### src/rtl/timestamper_start_ctrl.sv
// timestamper_start_ctrl
//   Capture controller fed by the startBuffer software register. It decodes
//   start/cont/use_sync from the register word, optionally waits for a sync
//   pulse, writes a window of timestamp words into a capture BRAM and exposes
//   progress through a status word for PPC readback.
//
// Ports
//   user_clk    : single clock for all logic
//   user_rst_n  : synchronous active-low reset
//   start_reg   : startBuffer value; [0] start, [1] cont (wrap), [2] use_sync
//   sync_in     : single-cycle sync/PPS pulse, honoured only while ARMED
//   din         : timestamp word
//   din_valid   : din qualifier
//   bram_we     : BRAM write enable (registered)
//   bram_addr   : BRAM write address (registered)
//   bram_din    : BRAM write data (registered)
//   busy        : high in ARMED or CAPTURE
//   done        : high in DONE
//   wr_count    : words written since the last arm, saturating at 2^ADDR_W
//   status      : {state[1:0], overflow, zeros, wr_count}
module timestamper_start_ctrl #(
  parameter int DATA_W = 32,
  parameter int ADDR_W = 10
) (
  input  logic              user_clk,
  input  logic              user_rst_n,
  input  logic [31:0]       start_reg,
  input  logic              sync_in,
  input  logic [DATA_W-1:0] din,
  input  logic              din_valid,
  output logic              bram_we,
  output logic [ADDR_W-1:0] bram_addr,
  output logic [DATA_W-1:0] bram_din,
  output logic              busy,
  output logic              done,
  output logic [ADDR_W:0]   wr_count,
  output logic [31:0]       status
);

  typedef enum logic [1:0] {
    IDLE    = 2'd0,
    ARMED   = 2'd1,
    CAPTURE = 2'd2,
    DONE    = 2'd3
  } state_t;

  localparam logic [ADDR_W:0] LAST_COUNT = (ADDR_W+1)'((1 << ADDR_W) - 1);

  state_t            r_state;
  logic              r_start_q;
  logic              r_cont;
  logic              r_overflow;
  logic [ADDR_W-1:0] r_ptr;
  logic [ADDR_W:0]   r_wr_count;
  logic              r_we;
  logic [ADDR_W-1:0] r_addr;
  logic [DATA_W-1:0] r_din;

  logic w_start;
  logic w_arm;
  logic w_abort;
  logic w_full;
  logic w_window;
  logic w_accept;
  logic w_last;
  logic w_unused_bits;

  assign w_start  = start_reg[0];
  assign w_arm    = w_start & ~r_start_q;
  assign w_abort  = ~w_start;
  // wr_count saturates at 2^ADDR_W, so its MSB alone means "full".
  assign w_full   = r_wr_count[ADDR_W];
  // A sync pulse while ARMED opens the window in the same cycle, so a word
  // arriving alongside sync becomes word 0.
  assign w_window = (r_state == CAPTURE) | ((r_state == ARMED) & sync_in);
  assign w_accept = w_window & din_valid & ~w_abort & ~(w_full & ~r_cont);
  assign w_last   = w_accept & ~r_cont & (r_wr_count == LAST_COUNT);

  assign w_unused_bits = ^start_reg[31:3];

  always_ff @(posedge user_clk) begin
    if (!user_rst_n) begin
      r_state    <= IDLE;
      r_start_q  <= 1'b0;
      r_cont     <= 1'b0;
      r_overflow <= 1'b0;
      r_ptr      <= '0;
      r_wr_count <= '0;
      r_we       <= 1'b0;
      r_addr     <= '0;
      r_din      <= '0;
    end else begin
      r_start_q <= w_start;
      r_we      <= w_accept;

      if (w_accept) begin
        r_addr <= r_ptr;
        r_din  <= din;
        r_ptr  <= r_ptr + ADDR_W'(1);
        // Overflow marks the first word that overwrites an earlier one.
        if (!w_full) r_wr_count <= r_wr_count + (ADDR_W+1)'(1);
        else         r_overflow <= 1'b1;
      end

      // No accept can happen in IDLE, so the arm clears below never
      // collide with the counter updates above.
      case (r_state)
        IDLE: begin
          if (w_arm) begin
            r_cont     <= start_reg[1];
            r_ptr      <= '0;
            r_wr_count <= '0;
            r_overflow <= 1'b0;
            r_state    <= start_reg[2] ? ARMED : CAPTURE;
          end
        end
        ARMED: begin
          if (w_abort)      r_state <= IDLE;
          else if (sync_in) r_state <= CAPTURE;
        end
        CAPTURE: begin
          if (w_abort)     r_state <= IDLE;
          else if (w_last) r_state <= DONE;
        end
        DONE: begin
          if (w_abort) r_state <= IDLE;
        end
        default: r_state <= IDLE;
      endcase
    end
  end

  assign bram_we   = r_we;
  assign bram_addr = r_addr;
  assign bram_din  = r_din;
  assign busy      = (r_state == ARMED) | (r_state == CAPTURE);
  assign done      = (r_state == DONE);
  assign wr_count  = r_wr_count;

  always_comb begin
    status             = '0;
    status[31:30]      = r_state;
    status[29]         = r_overflow;
    status[ADDR_W:0]   = r_wr_count;
  end

endmodule

### config.mk
export PLATFORM = sky130hd
export DESIGN_NAME = timestamper_start_ctrl
export DESIGN_NICKNAME = d
export VERILOG_FILES = /design/src/rtl/timestamper_start_ctrl.sv
export SDC_FILE = /design/constraint.sdc
export NUM_CORES = 1
export LEC_CHECK = 0
export BUFFER_PORTS_ARGS = -buffer_cell sky130_fd_sc_hd__buf_4
export CAP_MARGIN = 20
export CORE_MARGIN = 5
export CORE_UTILIZATION = 35
export CTS_BUF_LIST = sky130_fd_sc_hd__clkbuf_4 sky130_fd_sc_hd__clkbuf_8 sky130_fd_sc_hd__clkbuf_16
export DETAILED_ROUTE_END_ITERATION = 12
export PLACE_DENSITY = 0.65
export SLEW_MARGIN = 20
export SYNTH_ARGS = -nofsm -noshare
export SYNTH_HDL_FRONTEND = slang
export SYNTH_SLANG_ARGS = --single-unit
### constraint.sdc
create_clock -name user_clk -period 2.1 [get_ports user_clk]
set_input_delay 0 -clock user_clk [delete_from_list [all_inputs] [get_ports user_clk]]
set_output_delay 0 -clock user_clk [all_outputs]
set_load 0.05 [all_outputs]
==> impl_metrics.yaml, run 1 <==
worst_setup_path:
  worstRegToRegCells: 7
  critPathKind: "reg2reg"
  cp_cell_sequence: "inv_1 -> ha_1 -> a21oi_2 -> or3_1 -> buf_4 -> nand2_1 -> a21boi_0"
  cp_slowest_cell: "a21oi_2"
  worst-path-max-fanout: 16
  cpPeakStageDelay_ps: 390
  arrival_ps: 2170
  r2r_end: "bram_din[13]"
  required_ps: 2350
  cp-start-kind: "register"
  rr_startpoint: "r_state[0]"
  cp-end-kind: "register"
  r2r_setup_slack_ps: 180
power_and_ir_drop:
  p_leak_nw: 1.87
  seqPwrFrac_pct: 37.2
  peakVddDrop_mv: 0.929
  powerDensity_mw_per_mm2: 888
  p_int_w: 0.00253
  pwr-share-comb_pct: 31.9
  switching_share_pct: 35.2
  p_sw_w: 0.00138
  clockPowerShare_pct: 30.8
timing:
  fin_setup_tns_ps: 0
  hold_viol_final: 0
  skew_ps: 7.38
  slew_headroom_pct: 66.7
  hold-worst-slack_ps: 47.7
  worst_slew_pin_slew_ps: 494
  finalCriticalPeriod_ps: 1920
  drv_slew: 0
  rsz0062_at_grt: "false"
  setup_viol: 0
  min_period_over_period_pct: 91.4
  fmax_mhz: 521
yosys:
  yosysWarnings: 0
  yosysUniqueCellTypes: 35
  ys_ff_latch: 69
  avgSynthCellArea_um2: 8.53
  synth_area_mm2: 0.00305
  netlist_instances: 358
  seq_area_frac_synth_pct: 45.2
clocking:
  cts_setup_buffers: 0
  cts_tree: "yes"
  cts_resized: 0
  path_clk_slew_ps: 80
  cts_root_buffer: "clkbuf_8"
  numCtsBuffers: 9
  clock_path_buffers: 2
  htree_levels: 3
  insertion_delay_ps: 330
  clock_sinks: 69
status:
  outcome: "complete, no violations"
detailed_routing:
  vias: 2644
  drc: 0
  drtIter0Drc: 81
  totalWireLength_um: 7490
  antenna_left: 0
  dr.pass1.iters: 4
  avgRoutedWirePerCell_um: 12.5
  via_per_inst: 4.41
die:
  fp.dieH_um: 103
  io_pins: 156
  core_mm2: 0.00859
  core.rowCount: 34
  die_area_mm2: 0.0107
  start_util_pct: 35.5
  chipWidth_um: 103
grt:
  grt_pass1_wl_um: 12000
  grt_remaining_overflow: 0
  grt_pass1_vias: 2639
  antenna_found_initial: 0
  grt_usage_pct: 14.2
  grt_max_degree: 49
worst_hold_path:
  hold_path_end: "r_state[0]"
  hold_depth: 4
  hp-start: "start_reg[2]"
  holdCritPathClass: "in2reg"
layout:
  syn_to_final_growth_pct: 44.2
  nets: 561
  antenna_cells: 0
  layout_commonest_cell: "buf_4"
  postLayoutCoreUtil_pct: 51.2
  final_cell_mix: "buf_4 (112), nand2_1 (97), dfxtp_1 (67)"
  final_layout_size_suffix_gt1_share_pct: 28.1
placement:
  hpwl_um: 5070
  place_congestion: 0.784
  io_buffers: 108
flow_run:
  maxCapViolations: 0
[power by group through the flow]
stage | registers [W] | clock network (W) | logic [W]
3_3_place_gp | 0.00148 | 0 | 0.00119
2_1_floorplan | 0.00174 | 0 | 0.000631
3_5_place_dp | 0.00149 | 0 | 0.00121
6_report | 0.00146 | 0.00121 | 0.00125
5_1_grt | 0.00147 | 0.00131 | 0.00135
4_1_cts | 0.00146 | 0.00126 | 0.00126
[timing repair]
item                       4_1_cts  5_1_grt
hold buffers                    34        0
hold endpoints to repair        34        0
setup endpoints to repair        0        0
[per-layer routing]
| metal | track usage, % | wire length, um | vias up |
|---|---|---|---|
| li1 | - | - | 1371 |
| met1 | 16.7 | 3170 | 1183 |
| met2 | 24.5 | 3640 | 82 |
| met3 | 3.49 | 585 | 8 |
| met4 | 6.18 | 91 | 0 |
| met5 | 0 | 0 | - |
[state kept, by name, summed over array words and instances (netlist names)]
register	cells
bram_din	32
wr_count	11
bram_addr	10
r_ptr	10
r_state	2
bram_we	1
r_cont	1
r_overflow	1
r_start_q	1
[metrics by stage]
stage | std cells | power (W) | worst slack [ps] | area, um^2
after floorplan | 375 | 0.00237 | 159 | 3120
after global placement | 549 | 0.00268 | 260 | 3830
after detailed placement | 549 | 0.00269 | 172 | 3830
after CTS | 599 | 0.00398 | 144 | 4400
after global routing | 599 | 0.00413 | 2.45 | 4400
final | 599 | 0.00391 | 181 | 4400
[logic make-up after synthesis]
logic type,after synthesis,synth area share [%]
DFF,69,45.2
and+or+nand+nor,152,22.2
adders and majority gates,7,2.87
buffers and inverters,53,10.5
AOI/OAI and AO/OA,55,13.0
xor gates and xnor gates,18,5.16
muxes,3,0.984
other,1,0.123
[cell usage after synthesis]
cell      count  area share [%]
nand2b_1      1            0.21
and4_1        2            0.57
ha_1          7             2.9
xor2_1       14             4.0
buf_2         7             1.1
a21boi_0     29             7.1
and2b_1       1            0.25
and2_1        2            0.41
o311a_1       2            0.66
nor2b_1       1            0.21
a21oi_1       3            0.49
nor3_4        1            0.53
or3_1         1            0.21
nand2_1      97              12
buf_4        30             7.4
nand3_1       9             1.5
nand3b_1      1            0.25
inv_1         5            0.61
nor3_1        2            0.33
nor2_1       24             3.0
o21ai_0       6            0.98
nand2_4       1            0.37
a21oi_2       1            0.29
a21boi_1     13             3.2
nor4_1        1            0.21
and3_1        1            0.21
dfxtp_1      69              45
clkbuf_1     11             1.4
conb_1        1            0.12
mux2i_1       3            0.98
nor4_2        3             1.2
nand4_1       3            0.61
a31oi_1       1            0.21
xnor2_1       4             1.1
nor3b_1       1            0.25
[worst max-delay path by stage]
stage	start	endpoint	slack [ps]	cells past startpoint
CTS	r_state[0]	bram_din[9]	140	7
global placement	r_state[0]	bram_din[7]	260	7
floorplan	r_state[1]	bram_addr[0]	160	8
detailed placement	r_state[1]	bram_din[9]	170	7
global route	r_state[0]	bram_din[9]	2	7
finish	r_state[0]	bram_din[13]	180	7
[area by class of cell]
| type | count | area, um^2 |
|---|---|---|
| clock buffers | 11 | 145 |
| fillers | 816 | 4190 |
| multi-input cells | 253 | 1420 |
| flip-flops and latches | 69 | 1380 |
| clock inverters | 5 | 83.8 |
| repair buffers | 148 | 1220 |
| well taps | 108 | 135 |
| inverters | 5 | 18.8 |
[critical path, delay by kind of cell (launching register included)]
family / cells / cell delay (ps)
compound gates: 2 / 570
flops: 1 / 370
fa+ha+maj: 1 / 240
simple gates: 2 / 340
buf+inv: 2 / 330
No activity file was read; power rests on OpenSTA's default activity.
==> run 2, diff against run 1 <==
--- a/config.mk
+++ b/config.mk
@@ -8,10 +8,10 @@
 export BUFFER_PORTS_ARGS = -buffer_cell sky130_fd_sc_hd__buf_4
 export CAP_MARGIN = 20
 export CORE_MARGIN = 5
-export CORE_UTILIZATION = 35
+export CORE_UTILIZATION = 45
 export CTS_BUF_LIST = sky130_fd_sc_hd__clkbuf_4 sky130_fd_sc_hd__clkbuf_8 sky130_fd_sc_hd__clkbuf_16
 export DETAILED_ROUTE_END_ITERATION = 12
-export PLACE_DENSITY = 0.65
+export PLACE_DENSITY = 0.8
 export SLEW_MARGIN = 20
 export SYNTH_ARGS = -nofsm -noshare
 export SYNTH_HDL_FRONTEND = slang
==> run 2 against run 1 <==
Compared with the run above: global-route usage increased by 3.9 points; wire length increased by 1.9%; worst setup slack got worse by 36 ps; sequential share of layout area increased by 0.32 points; power decreased by 5.4%; cell area decreased by 0.99%; utilization increased by 14 points; fmax decreased by 1.8%; first-iteration DRC count increased by 38%; highest routed layer unchanged; non-clock buffer count increased by 5.
==> impl_metrics.yaml, run 2 (synthesis results as in run 1) <==
status:
  outcome: "complete, no violations"
die:
  start_util_pct: 45.7
  die_area_mm2: 0.00853
  io_pins: 156
  fp.dieH_um: 92.4
  core_mm2: 0.00668
  chipWidth_um: 92.4
  core.rowCount: 30
timing:
  fmax_mhz: 511
  min_period_over_period_pct: 93.1
  hold_viol_final: 0
  finalCriticalPeriod_ps: 1960
  drv_slew: 0
  worst_slew_pin_slew_ps: 517
  skew_ps: 5.46
  rsz0062_at_grt: "false"
  slew_headroom_pct: 65.2
  fin_setup_tns_ps: 0
  hold-worst-slack_ps: 55.4
  setup_viol: 0
flow_run:
  maxCapViolations: 0
detailed_routing:
  dr.pass1.iters: 6
  antenna_left: 0
  via_per_inst: 4.79
  vias: 2753
  drtIter0Drc: 112
  avgRoutedWirePerCell_um: 13.3
  totalWireLength_um: 7630
  drc: 0
grt:
  grt_pass1_vias: 2695
  grt_max_degree: 49
  antenna_found_initial: 0
  grt_usage_pct: 18.1
  grt_remaining_overflow: 0
  gr-max-usage-layer: "met2"
  met1_usage_pct: 21.7
  grt_util_met2_pct: 31.2
  grt_pass1_wl_um: 12500
  grt_util_met3_pct: 3.74
clocking:
  clock_path_buffers: 2
  cts_resized: 0
  insertion_delay_ps: 330
  clock_sinks: 69
  htree_levels: 3
  cts_tree: "yes"
  path_clk_slew_ps: 70
  cts_root_buffer: "clkbuf_8"
  numCtsBuffers: 9
layout:
  final_cell_mix: "buf_4 (116), nand2_1 (97), dfxtp_1 (67)"
  antenna_cells: 0
  stdcell_area_mm2: 0.00436
  postLayoutCoreUtil_pct: 65.2
  largest_register_ffs: 32
  layout_commonest_cell: "buf_4"
  nets: 566
  final_layout_size_suffix_gt1_share_pct: 28.7
  syn_to_final_growth_pct: 42.8
placement:
  io_buffers: 108
  dpl-instance-area_mm2: 0.00379
  place_congestion: 0.829
  hpwl_um: 5010
worst_setup_path:
  r2r_end: "r_state[0]"
  cp-start-kind: "register"
  arrival_ps: 2170
  required_ps: 2320
  rr_startpoint: "r_state[1]"
  critPathKind: "reg2reg"
  worstRegToRegCells: 8
  worst-path-max-fanout: 6
  r2r_setup_slack_ps: 140
  cp-end-kind: "register"
  endpoint: "r_state[0]"
  cp-startpoint: "r_state[1]"
power_and_ir_drop:
  p_leak_nw: 1.88
  powerDensity_mw_per_mm2: 848
  peakVddDrop_mv: 0.894
worst_hold_path:
  holdCritPathClass: "in2reg"
## run 2: worst min path at each step
stage	startpoint	to	slack (ps)	depth (start not counted)
2_1_floorplan	start_reg[0]	r_start_q	120	1
3_3_place_gp	din[31]	bram_din[31]	250	3
3_5_place_dp	din[2]	bram_din[2]	260	3
4_1_cts	start_reg[2]	r_state[0]	30	4
5_1_grt	start_reg[2]	r_state[0]	40	4
6_report	start_reg[2]	r_state[0]	60	4
## run 2: repair_timing
action / CTS / global route
setup buffers: 0 / 4
hold buffers: 34 / 0
setup endpoints to repair: 0 / 35
hold endpoints to repair: 34 / 0
## run 2: layer usage
metal | share of wire [%] | wire (um)
met1 | 41 | 3160
met5 | 0 | 0
met4 | 2.0 | 156
met2 | 50 | 3790
met3 | 6.9 | 523
## run 2: critical path: stages (launching register included)
cell and delay [ps]:
dfxtp_2 340, inv_1 110, ha_1 210, a21oi_2 90
buf_4 170, nor4_2 290, and4_1 250, nor2_1 50
o311a_1 320
## run 2: stage by stage
stage	power, W	setup slack, ps	cells
global placement	0.00267	93.0	522
CTS	0.00369	5.30	571
global route	0.00389	45.2	575
detailed placement	0.00269	26.2	522
floorplan	0.00237	159	375
finish	0.00370	144	575
## run 2: where the power goes
group	leakage, nW	total, W	switching, W	internal, W
clock	0.0935	0.000942	0.000451	0.000491
sequential	0.558	0.00146	0.0000595	0.00140
combinational	1.23	0.00130	0.000843	0.000457
total	1.88	0.00370	0.00135	0.00234
## run 2: layout make-up
type                    instances  area [um^2]
well taps                      80          100
inverters                       5         18.8
clock buffers                  13          160
flip-flops and latches         69         1380
multi-input cells             253         1420
clock inverters                 2         10.0
repair buffers                153         1270
fillers                       555         2320
